$ cat src/rtl/usb_tx_sched.sv
// usb_tx_sched: arbitrates the UTMI tx byte port between a handshake source
// (single PID byte) and a data source (PID, payload, CRC16), then holds an
// inter-packet gap so the transmitter can finish EOP.
// Ports: hs_req/hs_pid/hs_ack (handshake source), dat_req/dat_pid/dat_len/
// dat_byte/dat_rd/dat_ack (data source, FWFT payload), tx_data/tx_valid/
// tx_ready (UTMI tx), busy (not IDLE). PID appears one cycle after grant;
// tx_valid/tx_data hold while tx_ready is low.
module usb_tx_sched #(
  parameter int MAX_LEN    = 64,
  parameter int LEN_W      = $clog2(MAX_LEN + 1),
  parameter int GAP_CYCLES = 16
) (
  input  logic             clk,
  input  logic             rst_n,
  input  logic             hs_req,
  input  logic [3:0]       hs_pid,
  output logic             hs_ack,
  input  logic             dat_req,
  input  logic [3:0]       dat_pid,
  input  logic [LEN_W-1:0] dat_len,
  input  logic [7:0]       dat_byte,
  output logic             dat_rd,
  output logic             dat_ack,
  output logic [7:0]       tx_data,
  output logic             tx_valid,
  input  logic             tx_ready,
  output logic             busy
);

  localparam int GAP_W = (GAP_CYCLES > 1) ? $clog2(GAP_CYCLES) : 1;
  localparam logic [LEN_W-1:0] MAX_LEN_L = LEN_W'(MAX_LEN);

  localparam logic [2:0] S_IDLE   = 3'd0;
  localparam logic [2:0] S_PID    = 3'd1;
  localparam logic [2:0] S_DATA   = 3'd2;
  localparam logic [2:0] S_CRC_LO = 3'd3;
  localparam logic [2:0] S_CRC_HI = 3'd4;
  localparam logic [2:0] S_GAP    = 3'd5;

  logic [2:0]       state_q, state_d;
  logic             is_hs_q, is_hs_d;
  logic [3:0]       pid_q, pid_d;
  logic [LEN_W-1:0] len_q, len_d;
  logic [LEN_W-1:0] cnt_q, cnt_d;
  logic [15:0]      crc_q, crc_d;
  logic [GAP_W-1:0] gap_q, gap_d;
  logic             hs_ack_q, hs_ack_d;
  logic             dat_ack_q, dat_ack_d;
  logic             accept;
  logic [LEN_W-1:0] cnt_inc;

  // CRC16 (poly 0x8005), one byte fed LSB first.
  function automatic logic [15:0] crc16_byte(input logic [15:0] c_in, input logic [7:0] b);
    logic [15:0] c;
    logic        fb;
    c = c_in;
    for (int i = 0; i < 8; i++) begin
      fb = b[i] ^ c[15];
      c  = {c[14:0], 1'b0};
      if (fb) c = c ^ 16'h8005;
    end
    return c;
  endfunction

  // Output decode: purely a function of state so reset clears it at once.
  always_comb begin
    tx_valid = 1'b0;
    tx_data  = 8'h00;
    dat_rd   = 1'b0;
    case (state_q)
      S_PID: begin
        tx_valid = 1'b1;
        tx_data  = {~pid_q, pid_q};
      end
      S_DATA: begin
        tx_valid = 1'b1;
        tx_data  = dat_byte;
        dat_rd   = tx_ready;
      end
      S_CRC_LO: begin
        tx_valid = 1'b1;
        tx_data  = ~crc_q[7:0];
      end
      S_CRC_HI: begin
        tx_valid = 1'b1;
        tx_data  = ~crc_q[15:8];
      end
      default: ;
    endcase
  end

  assign accept  = tx_valid && tx_ready;
  assign busy    = (state_q != S_IDLE);
  assign hs_ack  = hs_ack_q;
  assign dat_ack = dat_ack_q;
  assign cnt_inc = cnt_q + LEN_W'(1);

  always_comb begin
    state_d   = state_q;
    is_hs_d   = is_hs_q;
    pid_d     = pid_q;
    len_d     = len_q;
    cnt_d     = cnt_q;
    crc_d     = crc_q;
    gap_d     = gap_q;
    hs_ack_d  = 1'b0;
    dat_ack_d = 1'b0;
    case (state_q)
      S_IDLE: begin
        if (hs_req) begin
          is_hs_d = 1'b1;
          pid_d   = hs_pid;
          state_d = S_PID;
        end else if (dat_req) begin
          is_hs_d = 1'b0;
          pid_d   = dat_pid;
          len_d   = (dat_len > MAX_LEN_L) ? MAX_LEN_L : dat_len;
          cnt_d   = '0;
          crc_d   = 16'hFFFF;
          state_d = S_PID;
        end
      end
      S_PID: begin
        if (accept) begin
          if (is_hs_q) begin
            hs_ack_d = 1'b1;
            gap_d    = GAP_W'(GAP_CYCLES - 1);
            state_d  = S_GAP;
          end else if (len_q == '0) begin
            state_d = S_CRC_LO;
          end else begin
            state_d = S_DATA;
          end
        end
      end
      S_DATA: begin
        if (accept) begin
          crc_d = crc16_byte(crc_q, dat_byte);
          cnt_d = cnt_inc;
          if (cnt_inc == len_q) state_d = S_CRC_LO;
        end
      end
      S_CRC_LO: begin
        if (accept) state_d = S_CRC_HI;
      end
      S_CRC_HI: begin
        if (accept) begin
          dat_ack_d = 1'b1;
          gap_d     = GAP_W'(GAP_CYCLES - 1);
          state_d   = S_GAP;
        end
      end
      S_GAP: begin
        if (gap_q == '0) state_d = S_IDLE;
        else             gap_d   = gap_q - GAP_W'(1);
      end
      default: state_d = S_IDLE;
    endcase
  end

  always_ff @(posedge clk or negedge rst_n) begin
    if (!rst_n) begin
      state_q   <= S_IDLE;
      is_hs_q   <= 1'b0;
      pid_q     <= 4'h0;
      len_q     <= '0;
      cnt_q     <= '0;
      crc_q     <= 16'h0000;
      gap_q     <= '0;
      hs_ack_q  <= 1'b0;
      dat_ack_q <= 1'b0;
    end else begin
      state_q   <= state_d;
      is_hs_q   <= is_hs_d;
      pid_q     <= pid_d;
      len_q     <= len_d;
      cnt_q     <= cnt_d;
      crc_q     <= crc_d;
      gap_q     <= gap_d;
      hs_ack_q  <= hs_ack_d;
      dat_ack_q <= dat_ack_d;
    end
  end

endmodule

$ cat config.mk
export PLATFORM = sky130hd
export DESIGN_NAME = usb_tx_sched
export DESIGN_NICKNAME = d
export VERILOG_FILES = /design/src/rtl/usb_tx_sched.sv
export SDC_FILE = /design/constraint.sdc
export NUM_CORES = 1
export LEC_CHECK = 0
export ABC_CLOCK_PERIOD_IN_PS = 2600
export CAP_MARGIN = 25
export CORE_UTILIZATION = 29
export DETAILED_ROUTE_END_ITERATION = 6
export GPL_TIMING_DRIVEN = 0
export PLACE_DENSITY = 0.54
export SLEW_MARGIN = 30
export SYNTH_ARGS = -nofsm -noshare
export SYNTH_HDL_FRONTEND = slang
export SYNTH_SLANG_ARGS = --single-unit
$ cat constraint.sdc
create_clock -name clk -period 2.6 [get_ports clk]
set_clock_uncertainty 0.15 [all_clocks]
set_input_delay 0.26 -clock clk [delete_from_list [all_inputs] [get_ports clk]]
set_output_delay 0.26 -clock clk [all_outputs]
set_load 0.01 [all_outputs]
==> qor.yml, run 1 <==
logic_synthesis:
  synth_seq_cells: 44
  ys.flop_type: "dfrtp_1"
  async_flop_share_pct: 100.0
  synthCells: 303
  synth_cell_type_count: 43
  synth_edf_count: 0
  synth_warnings: 0
  syn_nets: 333
  syn-cell-area_mm2: 0.002650
  ys_seq_area_share_pct: 41.55
  synth.avg_cell_area_um2: 8.746
global_routing:
  grt_antenna_before_repair: 0
  grt_pass1_vias: 2382
  grtUsageTotal_pct: 15.60
  grt-ovfl-total: 0
  grt_first_pass_wirelength_um: 11820
  grt_max_degree: 45
cells_and_area:
  finish.instance_area_mm2: 0.003363
  diodes: 0
  drive_gt1_share_pct: 10.32
  stdcell_count: 457
  area_growth_pct: 26.91
  seqCellArea_mm2: 0.001104
  fill_cells: 895
  final_nets: 378
  multi_input_area_mm2: 0.001488
  mostFrequentLayoutCell: "dfrtp_1"
  final_cell_mix: "dfrtp_1, clkdlybuf4s50_1, nand2_1, nor2_1, a21oi_1"
sta:
  slew_viol_final: 0
  setup_viol: 0
  fmax_mhz: 397.1
  final-hold-violation-count: 0
  post-route-period-util_pct: 96.84
  fin_ws_ns: 0.08205
  period_needed_ns: 2.518
  slew_headroom_pct: 51.39
  rsz0062_at_grt: "true"
  worst_pin_slew_ns: 0.7237
power:
  vdd_drop_max_uv: 401.8
  power-per-cell-area_mw_per_mm2: 1224
  clockPowerShare_pct: 14.3
  p_seq_share_pct: 30.1
  power.internal_mw: 2.397
  p_sw_share_pct: 41.78
  p_leak_nw: 1.319
  power_frac_comb_pct: 55.6
  p_total_mw: 4.117
  switchingPower_mw: 1.720
setup_path:
  setup.worst_path.class: "reg2out"
  cp_max_fo: 10
  crit_arrival_ns: 2.11
  crit_slowest_cell: "clkdlybuf4s50_1"
  path_buf_inv: 3
  crit_path_end_kind: "output port"
  max_stage_delay_ns: 0.57
  cp_top_family: "buffers and inverters"
  cp-start-kind: "flip-flop"
  crit_required_ns: 2.19
  cp_common_cell: "buf_4"
  crit_chain: "buf_4, buf_4, nand2_1, o22ai_1, clkdlybuf4s50_1"
clock_tree:
  ctsRootBufferMaster: "clkbuf_8"
  cts_buffer_depth: 2
  clkSinkCount: 44
  numCtsBuffers: 5
  ctsHtreeMaxLevel: 2
  path_clk_slew_ns: 0.09
  cts_tree: "built"
  clk_latency_ns: 0.30
min_path:
  hp-class: "in2reg"
flow_run:
  drv_cap: 0
run_status:
  outcome: "completed"
route:
  drt-initial-drc-count: 109
  num_vias: 2308
  drt-vias-per-instance: 5.050
  routed_wl_um: 6930
  drc: 0
  drtAntennaViolNets: 0
  routedWlPerCell_um: 15.16
  first_pass_iters: 4
placement:
  pre_cts_ws_ns: -0.3009
  dpl.hpwl_um: 5165
  place.gp.congestion: 0.8272
  dp_cells: 449
  portBuffers: 38
  place_area_mm2: 0.003163
floorplanning:
  start_util_pct: 30.24
  dieArea_mm2: 0.009525
  die_h_um: 97.60
  num_rows: 34
  die_x_um: 97.60
  core_mm2: 0.008763
  io_pins: 41
-- metrics by stage --
step / util (%) / setup TNS, ns / hold slack (ns)
final: 38.38 / 0 / 0.2001
after floorplan: - / 0 / -0.1856
after global routing: 38.38 / -0.03895 / 0.2299
after detailed placement: 36.09 / -0.8332 / 0.1624
after global placement: 36.12 / -11.11 / 0.3360
after CTS: 38.05 / 0 / 0.2067
-- per-layer routing --
| layer | track usage, % | vias up | routed length [um] |
|---|---|---|---|
| li1 | - | 1146 | - |
| met1 | 20.59 | 1111 | 3302 |
| met2 | 26.79 | 47 | 3367 |
| met3 | 2.734 | 4 | 232 |
| met4 | 3.054 | 0 | 27 |
| met5 | 0 | - | 0 |
-- repair_timing --
item / 4_1_cts / 5_1_grt
setup buffers: 0 / 1
pin swaps: 0 / 0
gates resized for setup: 15 / 7
hold buffers: 1 / 0
setup endpoints to repair: 10 / 7
endpoints found under the hold margin: 44 / 0
-- power by group through the flow --
stage | Sequential, mW | Clock [mW] | Combinational, mW
3_5_place_dp | 1.25 | 0 | 2.23
6_report | 1.24 | 0.588 | 2.29
3_3_place_gp | 1.24 | 0 | 2.21
2_1_floorplan | 1.15 | 0 | 1.65
4_1_cts | 1.25 | 0.599 | 2.27
5_1_grt | 1.28 | 0.628 | 2.54
-- cell families after synthesis --
family | Yosys count | synth area share (%)
DFF | 44 | 41.55
AOI/OAI and AO/OA | 84 | 19.97
xor gates and xnor gates | 33 | 12.56
adders and majority gates | 2 | 0.9441
muxes | 9 | 3.494
and+or+nand+nor | 103 | 17.52
buffers and inverters | 28 | 3.966
-- sequential cells by signal, indices dropped and copies added (netlist names) --
signal and cells:
cnt_q 7, crc_q 16, dat_ack 1, gap_q 4
hs_ack 1, is_hs_q 1, len_q 7, pid_q 4
state_q 3
-- Yosys cell counts (2+ instances only) --
library cell	n	share of area, %
nor4_1	2	0.47
o22a_1	5	1.7
o22ai_1	14	3.3
a31oi_1	2	0.47
and3_1	3	0.71
xor2_1	6	2.0
ha_1	2	0.94
mux2_2	2	0.85
xnor2_1	22	7.3
o31ai_1	5	1.4
clkbuf_1	11	1.6
nand2b_1	8	1.9
nand3_1	9	1.7
a21oi_1	27	5.1
nor2_1	31	4.4
a22oi_1	2	0.57
buf_1	2	0.28
o22a_2	2	0.76
nor2b_1	4	0.94
nor3b_1	2	0.57
inv_1	14	2.0
xnor2_2	3	1.8
nand2_1	34	4.8
mux2i_1	7	2.6
dfrtp_1	44	42
o21ai_0	16	3.0
and2_1	2	0.47
nor3_1	7	1.3
-- cell type report --
class	count	share of cell area, %
multi-input combinational	231	44.23
tap	108	4.018
timing repair buffer	40	11.76
sequential	44	32.81
clock buffer	7	2.865
inverter	15	1.823
clock inverter	1	0.8929
buffer	11	1.600
-- final timing paths --
check / start / to / slack, ns / cells after the start
setup / recovery: state_q[1]$_DFFE_PN0P_ / tx_data[5] / 0.08 / 5
hold / removal: tx_ready / state_q[1]$_DFFE_PN0P_ / 0.20 / 3
setup reg to reg: crc_q[15]$_DFFE_PN0P_ / crc_q[15]$_DFFE_PN0P_ / 0.36 / 6
hold reg to reg: gap_q[0]$_DFFE_PN0P_ / gap_q[0]$_DFFE_PN0P_ / 0.34 / 1
max in group asynchronous: rst_n / state_q[1]$_DFFE_PN0P_ / 1.53 / 2
min in group asynchronous: rst_n / cnt_q[1]$_DFFE_PN0P_ / 0.33 / 2
-- worst min-delay path: stages --
cell	delay (ns)
clkbuf_1	0.18
nand3_1	0.13
a21oi_1	0.05
(Power assumes the default switching activity.)
==> inputs of run 2 (changes only) <==
--- a/config.mk
+++ b/config.mk
@@ -7,9 +7,12 @@
 export LEC_CHECK = 0
 export ABC_CLOCK_PERIOD_IN_PS = 2600
 export CAP_MARGIN = 25
+export CORE_ASPECT_RATIO = 1.75
 export CORE_UTILIZATION = 29
+export CTS_CLUSTER_SIZE = 8
 export DETAILED_ROUTE_END_ITERATION = 6
 export GPL_TIMING_DRIVEN = 0
+export MAX_ROUTING_LAYER = met4
 export PLACE_DENSITY = 0.54
 export SLEW_MARGIN = 30
 export SYNTH_ARGS = -nofsm -noshare
==> qor.yml, run 2 (synthesized netlist as in run 1, its figures left out) <==
placement:
  pre_cts_ws_ns: -0.3386
  dpl.hpwl_um: 5464
  place_area_mm2: 0.003174
  portBuffers: 38
  place.gp.congestion: 0.8372
flow_run:
  drv_cap: 0
cells_and_area:
  utilization_pct: 39.12
  diodes: 0
  finish.instance_area_mm2: 0.003436
  final_nets: 380
  drive_gt1_share_pct: 9.972
  largest_reg_flops: 16
  regMostFlops: "crc_q"
  largestRegisters: "crc_q x16, cnt_q x7, len_q x7"
  area_growth_pct: 29.65
  final_cell_mix: "dfrtp_1, clkdlybuf4s50_1, nand2_1, nor2_1, a21oi_1"
  mostFrequentLayoutCell: "dfrtp_1"
sta:
  final-hold-violation-count: 0
  whs_ns: 0.2233
  slew_headroom_pct: 41.61
  fmax_mhz: 393.7
  post-route-period-util_pct: 97.69
  rsz0062_at_grt: "true"
  fin_ws_ns: 0.06002
  period_needed_ns: 2.540
  setup_viol: 0
  worst_pin_slew_ns: 0.8691
  slew_viol_final: 0
setup_path:
  crit_arrival_ns: 2.13
  cp-start-kind: "flip-flop"
  crit_path_end_kind: "output port"
  cp_max_fo: 10
  crit_required_ns: 2.19
  setup.worst_path.class: "reg2out"
clock_tree:
  ctsHtreeMaxLevel: 2
  cts_tree: "built"
  cts_buffer_depth: 2
  numCtsBuffers: 5
  clkSinkCount: 44
  clk_latency_ns: 0.29
  ctsRootBufferMaster: "clkbuf_16"
  path_clk_slew_ns: 0.06
power:
  power-per-cell-area_mw_per_mm2: 1248
  p_total_mw: 4.288
  vdd_drop_max_uv: 483.6
  p_leak_nw: 1.398
global_routing:
  grt_pass1_vias: 2423
  grt_first_pass_wirelength_um: 11850
  grt_antenna_before_repair: 0
  grt-ovfl-total: 0
  grt_max_degree: 45
  grtUsageTotal_pct: 17.11
route:
  drt-initial-drc-count: 122
  first_pass_iters: 4
  routedWlPerCell_um: 15.65
  drtAntennaViolNets: 0
  drt-vias-per-instance: 5.038
  drc: 0
  num_vias: 2358
  routed_wl_um: 7324
floorplanning:
  core_mm2: 0.008783
  dieArea_mm2: 0.009539
  start_util_pct: 30.17
  io_pins: 41
  die_x_um: 74.26
  die_h_um: 128.5
  num_rows: 45
min_path:
  hp-class: "in2reg"
run_status:
  outcome: "completed"
[run 2: changes by cell type in the layout (fill, tap and decap cells not counted), sizes merged]
| cell | before | now |
|---|---|---|
| clkinv | 1 | 0 |
| clkdlybuf4s50 | 37 | 34 |
| clkbuf | 14 | 18 |
| dlymetal6s2s | 0 | 3 |
| inv | 13 | 14 |
| buf | 6 | 4 |
[run 2: path summary, 6_finish.rpt]
kind	startpoint	endpoint	slack, ns	depth (start not counted)
min in group asynchronous	rst_n	len_q[2]$_DFFE_PN0P_	0.37	2
worst max-delay path	state_q[1]$_DFFE_PN0P_	tx_data[3]	0.06	5
worst min register to register	cnt_q[6]$_DFFE_PN0P_	cnt_q[6]$_DFFE_PN0P_	0.35	1
max in group asynchronous	rst_n	state_q[1]$_DFFE_PN0P_	1.50	2
worst min-delay path	tx_ready	state_q[1]$_DFFE_PN0P_	0.22	3
worst max register to register	state_q[1]$_DFFE_PN0P_	cnt_q[3]$_DFFE_PN0P_	0.27	7
[run 2: power by group]
part | total [mW] | switching, mW | internal [mW]
logic | 2.25 | 1.18 | 1.08
clock network | 0.780 | 0.274 | 0.506
registers | 1.25 | 0.294 | 0.959
[run 2: per-stage QoR]
step / setup TNS [ns] / std cells
2_1_floorplan: 0 / 303
3_3_place_gp: -8.042 / 458
3_5_place_dp: -0.6363 / 458
4_1_cts: -0.02790 / 465
5_1_grt: -0.02557 / 468
6_report: 0 / 468
[run 2: area by class of cell]
cell class | count | area [um^2]
Clock buffer | 7 | 152.6
Timing Repair Buffer | 42 | 417.9
Clock inverter | 1 | 30.03
Fill cell | 954 | 5348
Multi-Input combinational cell | 231 | 1469
Inverter | 15 | 60.06
Buffer | 11 | 56.30
Tap cell | 117 | 146.4
Sequential cell | 44 | 1104
[run 2: layer usage]
layer | share of wire, % | GRT usage, % | wire (um)
met5 | 0 | - | 0
met4 | 3.1 | 9.101 | 226
met3 | 3.3 | 2.662 | 243
met2 | 54 | 29.41 | 3980
met1 | 39 | 18.43 | 2874
[run 2: critical path, stage by stage, from the launching register on]
cell	delay, ns
dfrtp_2	0.44
clkbuf_4	0.23
clkbuf_4	0.24
nand2_1	0.12
o22ai_1	0.24
clkdlybuf4s50_1	0.57
[run 2: repair_timing]
item | in CTS | in global routing
endpoints found under the hold margin | 44 | 0
endpoints found under the setup margin | 10 | 7
hold buffers | 1 | 0
resized for setup | 8 | 13
setup buffers | 0 | 3
